[src/rtl/axi_dma_r_pkg.sv]
// Shared widths, fixed AR-channel attributes and FSM state type for the
// AXI read-side DMA engine.
package axi_dma_r_pkg;

  // System bus widths
  localparam int unsigned DDR_ADDR_W  = 32;
  localparam int unsigned MIG_BUS_W   = 64;

  // AXI field widths
  localparam int unsigned AXI_ID_W    = 4;
  localparam int unsigned AXI_LEN_W   = 8;
  localparam int unsigned AXI_SIZE_W  = 3;
  localparam int unsigned AXI_BURST_W = 2;
  localparam int unsigned AXI_LOCK_W  = 1;
  localparam int unsigned AXI_CACHE_W = 4;
  localparam int unsigned AXI_PROT_W  = 3;
  localparam int unsigned AXI_QOS_W   = 4;
  localparam int unsigned AXI_RESP_W  = 2;

  // Fixed read-address attributes: full-width INCR bursts, normal access
  localparam logic [AXI_ID_W-1:0]    AR_ID    = '0;
  localparam logic [AXI_SIZE_W-1:0]  AR_SIZE  = AXI_SIZE_W'($clog2(MIG_BUS_W / 8));
  localparam logic [AXI_BURST_W-1:0] AR_BURST = 2'b01;
  localparam logic [AXI_LOCK_W-1:0]  AR_LOCK  = '0;
  localparam logic [AXI_CACHE_W-1:0] AR_CACHE = 4'd2;
  localparam logic [AXI_PROT_W-1:0]  AR_PROT  = 3'b010;
  localparam logic [AXI_QOS_W-1:0]   AR_QOS   = '0;

  // Read engine states
  typedef enum logic [1:0] {
    R_IDLE    = 2'd0,
    R_ADDR_HS = 2'd1,
    R_DATA    = 2'd2
  } r_state_e;

endpackage

[src/rtl/axi_dma_r.sv]
// AXI4 read-side DMA engine: accepts a single burst request on the databus
// side, issues one AR transaction and forwards every R beat back as a
// ready/rdata pulse, flagging response or burst-length errors.
module axi_dma_r
  import axi_dma_r_pkg::*;
#(
  parameter int unsigned USE_RAM = 1
) (
  input  logic                   clk,
  input  logic                   rst,

  // Databus side
  input  logic                   valid,
  input  logic [DDR_ADDR_W-1:0]  addr,
  input  logic [AXI_LEN_W-1:0]   len,
  output logic                   ready,
  output logic [MIG_BUS_W-1:0]   rdata,
  output logic                   error,

  // AXI read address channel
  output logic [AXI_ID_W-1:0]    m_axi_arid,
  output logic [DDR_ADDR_W-1:0]  m_axi_araddr,
  output logic [AXI_LEN_W-1:0]   m_axi_arlen,
  output logic [AXI_SIZE_W-1:0]  m_axi_arsize,
  output logic [AXI_BURST_W-1:0] m_axi_arburst,
  output logic [AXI_LOCK_W-1:0]  m_axi_arlock,
  output logic [AXI_CACHE_W-1:0] m_axi_arcache,
  output logic [AXI_PROT_W-1:0]  m_axi_arprot,
  output logic [AXI_QOS_W-1:0]   m_axi_arqos,
  output logic                   m_axi_arvalid,
  input  logic                   m_axi_arready,

  // AXI read data channel
  input  logic [MIG_BUS_W-1:0]   m_axi_rdata,
  input  logic [AXI_RESP_W-1:0]  m_axi_rresp,
  input  logic                   m_axi_rlast,
  input  logic                   m_axi_rvalid,
  output logic                   m_axi_rready
);

  r_state_e                state_q, state_d;
  logic [DDR_ADDR_W-1:0]   addr_q, addr_d;
  logic [AXI_LEN_W-1:0]    len_q, len_d;
  logic [AXI_LEN_W:0]      cnt_q, cnt_d;
  logic                    error_q, error_d;
  logic                    beat;
  logic [AXI_LEN_W:0]      len_ext;

  assign len_ext = {1'b0, len_q};

  // AR channel always presents the latched request, never the live inputs
  assign m_axi_arid    = AR_ID;
  assign m_axi_araddr  = addr_q;
  assign m_axi_arlen   = len_q;
  assign m_axi_arsize  = AR_SIZE;
  assign m_axi_arburst = AR_BURST;
  assign m_axi_arlock  = AR_LOCK;
  assign m_axi_arcache = AR_CACHE;
  assign m_axi_arprot  = AR_PROT;
  assign m_axi_arqos   = AR_QOS;

  // Handshake strobes are pure decodes of the state register
  assign m_axi_arvalid = (state_q == R_ADDR_HS);
  assign m_axi_rready  = (state_q == R_DATA);
  assign beat          = m_axi_rvalid & m_axi_rready;
  assign error         = error_q;

  // Next-state, request latch, beat counter and sticky error computation
  always_comb begin
    state_d = state_q;
    addr_d  = addr_q;
    len_d   = len_q;
    cnt_d   = cnt_q;
    error_d = error_q;
    unique case (state_q)
      R_IDLE: begin
        if (valid) begin
          addr_d  = addr;
          len_d   = len;
          cnt_d   = '0;
          error_d = 1'b0;
          state_d = R_ADDR_HS;
        end
      end
      R_ADDR_HS: begin
        if (m_axi_arready) state_d = R_DATA;
      end
      R_DATA: begin
        if (beat) begin
          cnt_d = cnt_q + 1'b1;
          if (m_axi_rresp != '0) error_d = 1'b1;
          if (m_axi_rlast) begin
            // rlast ends the burst regardless; a short or long burst is flagged
            state_d = R_IDLE;
            if (cnt_q != len_ext) error_d = 1'b1;
          end else if (cnt_q == len_ext) begin
            // Expected final beat arrived without rlast: keep draining
            error_d = 1'b1;
          end
        end
      end
      default: state_d = R_IDLE;
    endcase
  end

  // Engine state registers
  always_ff @(posedge clk or posedge rst) begin
    if (rst) begin
      state_q <= R_IDLE;
      addr_q  <= '0;
      len_q   <= '0;
      cnt_q   <= '0;
      error_q <= 1'b0;
    end else begin
      state_q <= state_d;
      addr_q  <= addr_d;
      len_q   <= len_d;
      cnt_q   <= cnt_d;
      error_q <= error_d;
    end
  end

  if (USE_RAM != 0) begin : g_comb_out
    // rdata is gated by the beat so it reads zero whenever no beat is delivered
    assign ready = beat;
    assign rdata = beat ? m_axi_rdata : '0;
  end else begin : g_reg_out
    logic                 ready_q, ready_d;
    logic [MIG_BUS_W-1:0] rdata_q, rdata_d;

    // Capture the beat one cycle late; data holds between beats
    always_comb begin
      ready_d = beat;
      rdata_d = rdata_q;
      if (beat) rdata_d = m_axi_rdata;
    end

    // Registered databus outputs
    always_ff @(posedge clk or posedge rst) begin
      if (rst) begin
        ready_q <= 1'b0;
        rdata_q <= '0;
      end else begin
        ready_q <= ready_d;
        rdata_q <= rdata_d;
      end
    end

    assign ready = ready_q;
    assign rdata = rdata_q;
  end

endmodule

[config.mk]
export PLATFORM = sky130hd
export DESIGN_NAME = axi_dma_r
export DESIGN_NICKNAME = d
export VERILOG_FILES = /design/src/rtl/axi_dma_r_pkg.sv /design/src/rtl/axi_dma_r.sv
export SDC_FILE = /design/constraint.sdc
export NUM_CORES = 1
export LEC_CHECK = 0
export ABC_CLOCK_PERIOD_IN_PS = 1950
export BUFFER_PORTS_ARGS = -buffer_cell sky130_fd_sc_hd__buf_2
export CAP_MARGIN = 10
export CORE_AREA = 2 2 94 96
export DETAILED_ROUTE_END_ITERATION = 7
export DIE_AREA = 0 0 96 98
export MAX_ROUTING_LAYER = met4
export PLACE_DENSITY = 0.72
export SYNTH_ARGS = -nofsm -noshare
export SYNTH_HDL_FRONTEND = slang
export SYNTH_SLANG_ARGS = --single-unit
[constraint.sdc]
create_clock -name clk -period 1.95 [get_ports clk]
set_input_delay 0.2925 -clock clk [delete_from_list [all_inputs] [get_ports clk]]
set_output_delay 0.2925 -clock clk [all_outputs]
set_load 0.02 [all_outputs]
# [Yosys cells after proc, flatten, opt, wreduce, memory -nomap -nowiden]
# Index checks and enable logic that the tools add are counted.
# W data, S select, Z words.
[classes] shifts=0 eq_ne=8 order_cmp=0 n_div=0 n_reduce_logical=6 mux=16 n_bitwise=1 mul=0 n_addsub=1
[op_table] operator="$mux W64" count=1
[op_table] operator="$mux W9" count=2
[op_table] operator="$pmux W9 S2" count=1
[op_table] operator="$add A9 B1 Y9 const B" count=1
[op_table] operator="$eq A9 B8 Y1" count=1
[op_table] operator="$ne A9 B8 Y1" count=1
[op_table] operator="$mux W2" count=4
[op_table] operator="$mux W1" count=6
[op_table] operator="$pmux W2 S3" count=1
[op_table] operator="$ne A2 B1 Y1 const B" count=2
[op_table] operator="$ne A2 B2 Y1 const B" count=2
[op_table] operator="$reduce_and A4 Y1" count=1
[op_table] operator="$reduce_bool A2 Y1" count=2
[op_table] operator="$reduce_and A3 Y1" count=1
[op_table] operator="$eq A2 B1 Y1 const B" count=1
[op_table] operator="$eq A2 B2 Y1 const B" count=1
[op_table] operator="$logic_not A2 Y1" count=1
[op_table] operator="$pmux W1 S2" count=1
[op_table] operator="$reduce_and A2 Y1" count=1
[op_table] operator="$and A1 B1 Y1" count=1
[totals] out_inout_bits=129 wordCells=37 mem_bits_rw=0 n_memories=0 latch_bits=0 register_bits=52 rom_bits=0 input_bits=112

# [Depth between registers and ports, before layout]
[depth] ltp_word=6 mapped_depth=5 ltp_nobuf=5

# [Worst setup path before layout]
# No wires, ideal clock.
[synth_timing] kind="reg2out" from="register state_q[0]" to="output rdata[34]" path_buffers=3 path_stages_with_launch=6 arrival_time_ns=1.497 required_ns=1.657 slack_ns=0.161 path_cell_list="dfrtp_1 > and3b_1 > clkbuf_1 > clkbuf_1 > clkbuf_1 > and2_1"
[synth_via] elab_chain_len=3
[synth_rtl] item="start, declared" line="axi_dma_r.sv:41" source="r_state_e state_q, state_d;"
[synth_rtl] item="start signal, assigned" line="axi_dma_r.sv:115" source="state_q <= state_d;"
[synth_rtl] item="$eq A2 B2 Y1" line="axi_dma_r.sv:64" source="assign m_axi_rready = (state_q == R_DATA);"
[synth_rtl] item="$and A1 B1 Y1" line="axi_dma_r.sv:65" source="assign beat = m_axi_rvalid & m_axi_rready;"
[synth_rtl] item="$mux W64" line="axi_dma_r.sv:126" source="assign rdata = beat ? m_axi_rdata : '0;"
[synth_rtl] item="end, declared" line="axi_dma_r.sv:17" source="output logic [MIG_BUS_W-1:0] rdata,"
# No other way between the ends.

# [Worst setup path after layout]
[layout_timing] from="register state_q[0]" to="output rdata[20]"
# The elaborated chain is that of the path after synthesis.

==> impl_metrics.prom <==
# TYPE chip_impl_metric gauge
chip_impl_metric{name="num_vias",unit=""} 2987
chip_impl_metric{name="first_global_vias",unit=""} 2659
chip_impl_metric{name="cts-buffers-inserted",unit=""} 5
chip_impl_info{name="crit_path_cell_trace",value="and3b_4 -> buf_12 -> clkbuf_16 -> and2_1 -> buf_4"} 1
chip_impl_metric{name="clk_slew_on_worst_s_h_paths",unit="ps"} 90
chip_impl_metric{name="total_leakage_power",unit="nW"} 2.643
chip_impl_metric{name="chipWidth",unit="um"} 96
chip_impl_metric{name="worst-slew-pin-transition",unit="ps"} 602.9
chip_impl_metric{name="pwr-share-seq",unit="%"} 34.9
chip_impl_info{name="worstHoldPathType",value="input pin to async pin"} 1
chip_impl_metric{name="layout_cell_share_with_drive_strength_beyond_1",unit="%"} 44.31
chip_impl_metric{name="worstSkewPairLatency",unit="ps"} 300
chip_impl_metric{name="final_hold_viol_count",unit=""} 0
chip_impl_metric{name="number_of_antenna_diodes",unit=""} 0
chip_impl_metric{name="dr_drc_count",unit=""} 0
chip_impl_metric{name="cp_data_arrival_time",unit="ps"} 1610
chip_impl_metric{name="power_switching_share",unit="%"} 45.31
chip_impl_metric{name="max-cap-violations",unit=""} 0
chip_impl_metric{name="synth-seq-area-share",unit="%"} 46.02
chip_impl_info{name="ctsRootBufferMaster",value="sky130_fd_sc_hd__clkbuf_8"} 1
chip_impl_metric{name="htree_levels",unit=""} 2
chip_impl_metric{name="powerDensity",unit="nW/um2"} 1192
chip_impl_metric{name="ffs_latches_synth",unit=""} 52
chip_impl_info{name="cp_slowest_cell",value="sky130_fd_sc_hd__dfrtp_2"} 1
chip_impl_metric{name="half_perimeter_wire_length_after_placement",unit="mm"} 6.674
chip_impl_metric{name="count_of_clock_tree_sinks",unit=""} 52
chip_impl_metric{name="setup_viol_count_final",unit=""} 0
chip_impl_metric{name="finish.net_count",unit=""} 683
chip_impl_metric{name="placementRows",unit=""} 34
chip_impl_metric{name="timing.critical_path.slowest_cell_delay",unit="ps"} 420
chip_impl_metric{name="final_period_util",unit="%"} 97.62
chip_impl_metric{name="grt_max_degree",unit=""} 51
chip_impl_metric{name="final.setup.tns",unit="ps"} 0
chip_impl_metric{name="tritonroute_pass_1_iters",unit=""} 6
chip_impl_metric{name="syn_inst",unit=""} 345
chip_impl_metric{name="timing.reg2reg.setup_slack",unit="ps"} 140
chip_impl_info{name="tritoncts_clock_tree",value="done"} 1
chip_impl_info{name="crit_path_end_kind",value="output port"} 1
chip_impl_metric{name="p_int",unit="mW"} 2.811
chip_impl_metric{name="avgRoutedWirePerCell",unit="um"} 13.30
chip_impl_metric{name="start_util",unit="%"} 33.40
chip_impl_metric{name="finalMaxSlewViolations",unit=""} 0
chip_impl_info{name="critPathKind",value="flip-flop to output port"} 1
chip_impl_metric{name="ys.warnings.count",unit=""} 0
chip_impl_metric{name="worstPathBufferInverterCount",unit=""} 3
chip_impl_metric{name="antenna_found_initial",unit=""} 0
chip_impl_metric{name="slew-limit-headroom",unit="%"} 59.75
chip_impl_metric{name="gp_routability_congestion",unit=""} 0.8059
chip_impl_info{name="mostFrequentLayoutCells",value="204 x sky130_fd_sc_hd__buf_2, 131 x sky130_fd_sc_hd__nand2_1, 63 x sky130_fd_sc_hd__and2_1"} 1
chip_impl_metric{name="final_util",unit="%"} 50.93
chip_impl_info{name="cp_top_family",value="simple AND/OR/NAND/NOR gates"} 1
chip_impl_metric{name="cts_max_path_buffers",unit=""} 2
chip_impl_metric{name="grt_overflow",unit=""} 0
chip_impl_metric{name="syn-mean-instance-area",unit="um2"} 8.196
chip_impl_metric{name="placement.io_buffers",unit=""} 219
chip_impl_metric{name="dr.first_iter.drc_count",unit=""} 136
chip_impl_metric{name="post_drt_via_cell_ratio",unit=""} 4.399
chip_impl_metric{name="area_of_the_mapped_netlist",unit="um2"} 2828
chip_impl_metric{name="fillCellCount",unit=""} 822
chip_impl_info{name="crit_path_start_kind",value="flip-flop"} 1
chip_impl_metric{name="layout-area-overhead-vs-synth",unit="%"} 52.48
chip_impl_metric{name="maxClockFrequency",unit="GHz"} 0.5253
chip_impl_metric{name="global_route.usage.total",unit="%"} 17.34
chip_impl_metric{name="timing.final.crit_period",unit="ps"} 1904
chip_impl_metric{name="critical_path.max_fanout",unit=""} 7
chip_impl_metric{name="grt_pass1_wl",unit="mm"} 12.68
chip_impl_metric{name="share_of_total_power_in_the_clock_network",unit="%"} 11.8
chip_impl_info{name="commonest_non_fill_non_tap_cell_in_the_layout",value="sky130_fd_sc_hd__buf_2"} 1
chip_impl_metric{name="post_synth_num_cell_types",unit=""} 36
chip_impl_metric{name="postRouteAntennaNets",unit=""} 0
chip_impl_metric{name="clock_skew_after_layout",unit="ps"} 7.979
chip_impl_metric{name="worst-endpoint-required",unit="ps"} 1660
chip_impl_info{name="status",value="finished, final reports clean"} 1
chip_impl_metric{name="switching_power",unit="mW"} 2.329
chip_impl_metric{name="floorplan.io_pins",unit=""} 241
chip_impl_metric{name="p_comb_share",unit="%"} 53.3
chip_impl_metric{name="core_region_area",unit="um2"} 8466
chip_impl_metric{name="cts_hold_repair.buffers",unit=""} 0
chip_impl_metric{name="peakVddDrop",unit="mV"} 0.6163
chip_impl_metric{name="finalWirelength",unit="mm"} 9.030
chip_impl_metric{name="dieHeight",unit="um"} 98
chip_impl_metric{name="die-area",unit="um2"} 9408
[worst paths after layout]
kind / startpoint / cells past startpoint / to
min reg2reg: m_axi_araddr[13] / 2 / m_axi_araddr[13]
min in group clk: addr[10] / 3 / m_axi_araddr[10]
max reg2reg: state_q[0] / 5 / cnt_q[4]
max in group asynchronous: rst / 3 / cnt_q[6]
min: rst / 2 / m_axi_araddr[18]
max: state_q[0] / 5 / rdata[20]
[power groups by stage]
stage | Combinational [mW] | Clock (mW) | Sequential [mW]
2_1_floorplan | 1.14 | 0 | 2.29
3_3_place_gp | 2.48 | 0 | 1.81
3_5_place_dp | 2.52 | 0 | 1.82
4_1_cts | 2.53 | 0.631 | 1.80
5_1_grt | 3.01 | 0.688 | 1.86
6_report | 2.74 | 0.606 | 1.79
[worst register-to-register path, stage by stage (launching register included)]
cell                       delay (ps)
sky130_fd_sc_hd__dfrtp_2          420
sky130_fd_sc_hd__buf_4            140
sky130_fd_sc_hd__buf_4            130
sky130_fd_sc_hd__nand2b_1         210
sky130_fd_sc_hd__or4b_2           650
sky130_fd_sc_hd__o21ai_0          190
[Yosys cell counts, drive strengths merged]
| library cell | instances | area share (%) |
|---|---|---|
| dfrtp | 52 | 46 |
| a2111o | 1 | 0.40 |
| conb | 2 | 0.27 |
| nand2b | 2 | 0.44 |
| nand2 | 131 | 17 |
| and3b | 1 | 0.31 |
| nor3b | 1 | 0.27 |
| mux2 | 1 | 0.40 |
| ha | 1 | 0.44 |
| clkbuf | 16 | 2.1 |
| nor3 | 1 | 0.18 |
| o31ai | 1 | 0.27 |
| inv | 4 | 0.53 |
| xnor2 | 1 | 0.31 |
| nor2 | 5 | 0.66 |
| a21oi | 1 | 0.18 |
| a21o | 2 | 0.53 |
| and3 | 3 | 0.66 |
| mux2i | 2 | 0.71 |
| buf | 23 | 6.2 |
| nand3 | 1 | 0.18 |
| or2b | 1 | 0.27 |
| a31oi | 2 | 0.44 |
| a22o | 1 | 0.31 |
| and2 | 64 | 14 |
| nor4 | 1 | 0.22 |
| nand4 | 2 | 0.44 |
| a2111oi | 2 | 0.84 |
| or3b | 1 | 0.31 |
| or4b | 1 | 0.35 |
| o21ai | 10 | 1.8 |
| xor2 | 8 | 2.5 |
[through the flow]
step | cells | area (um2) | hold WS, ps | power, mW | worst slack, ps
CTS | 667 | 4063 | 57.99 | 4.962 | 54.21
detailed placement | 659 | 3976 | 396.2 | 4.344 | 217.3
global route | 679 | 4312 | 88.80 | 5.550 | -23.03
floorplan | 364 | 2899 | 397.9 | 3.428 | 160.6
finish | 679 | 4312 | 42.29 | 5.140 | 46.36
global placement | 659 | 3976 | 387.1 | 4.290 | 312.6
[per-layer routing]
| metal | track usage (%) | share of wire [%] |
|---|---|---|
| met3 | 3.781 | 7.3 |
| met1 | 20.74 | 39 |
| met5 | - | 0 |
| met2 | 29.65 | 53 |
| met4 | 3.736 | 0.65 |
[sequential cells by signal, indices dropped and copies added, names as in the netlist]
signal	count
error	1
state_q	2
m_axi_arlen	8
m_axi_araddr	32
cnt_q	9
[final cells by class]
class,count,area (um2),share of cell area [%]
Clock buffer,6,72.57,1.683
Clock inverter,2,13.76,0.3192
Multi-Input combinational cell,269,1358,31.49
Sequential cell,52,1303,30.21
Timing Repair Buffer,238,1415,32.82
Inverter,4,15.01,0.3482
Tap cell,108,135.1,3.134
[timing repair]
item / 4_1_cts / 5_1_grt
gates resized for setup: 0 / 25
endpoints found under the setup margin: 0 / 64
setup buffers: 0 / 5
[cell families after synthesis]
logic type / count (synthesis) / share of synthesized area [%]
other: 2 / 0.2656
AND/OR/NAND/NOR: 215 / 35.84
multiplexers: 3 / 1.106
AO/OA/AOI/OAI: 20 / 4.734
adder cells (fa/ha/maj): 1 / 0.4424
buffers and inverters: 43 / 8.805
XOR/XNOR: 9 / 2.788
flip-flops: 52 / 46.02
(Power assumes the default switching activity.)
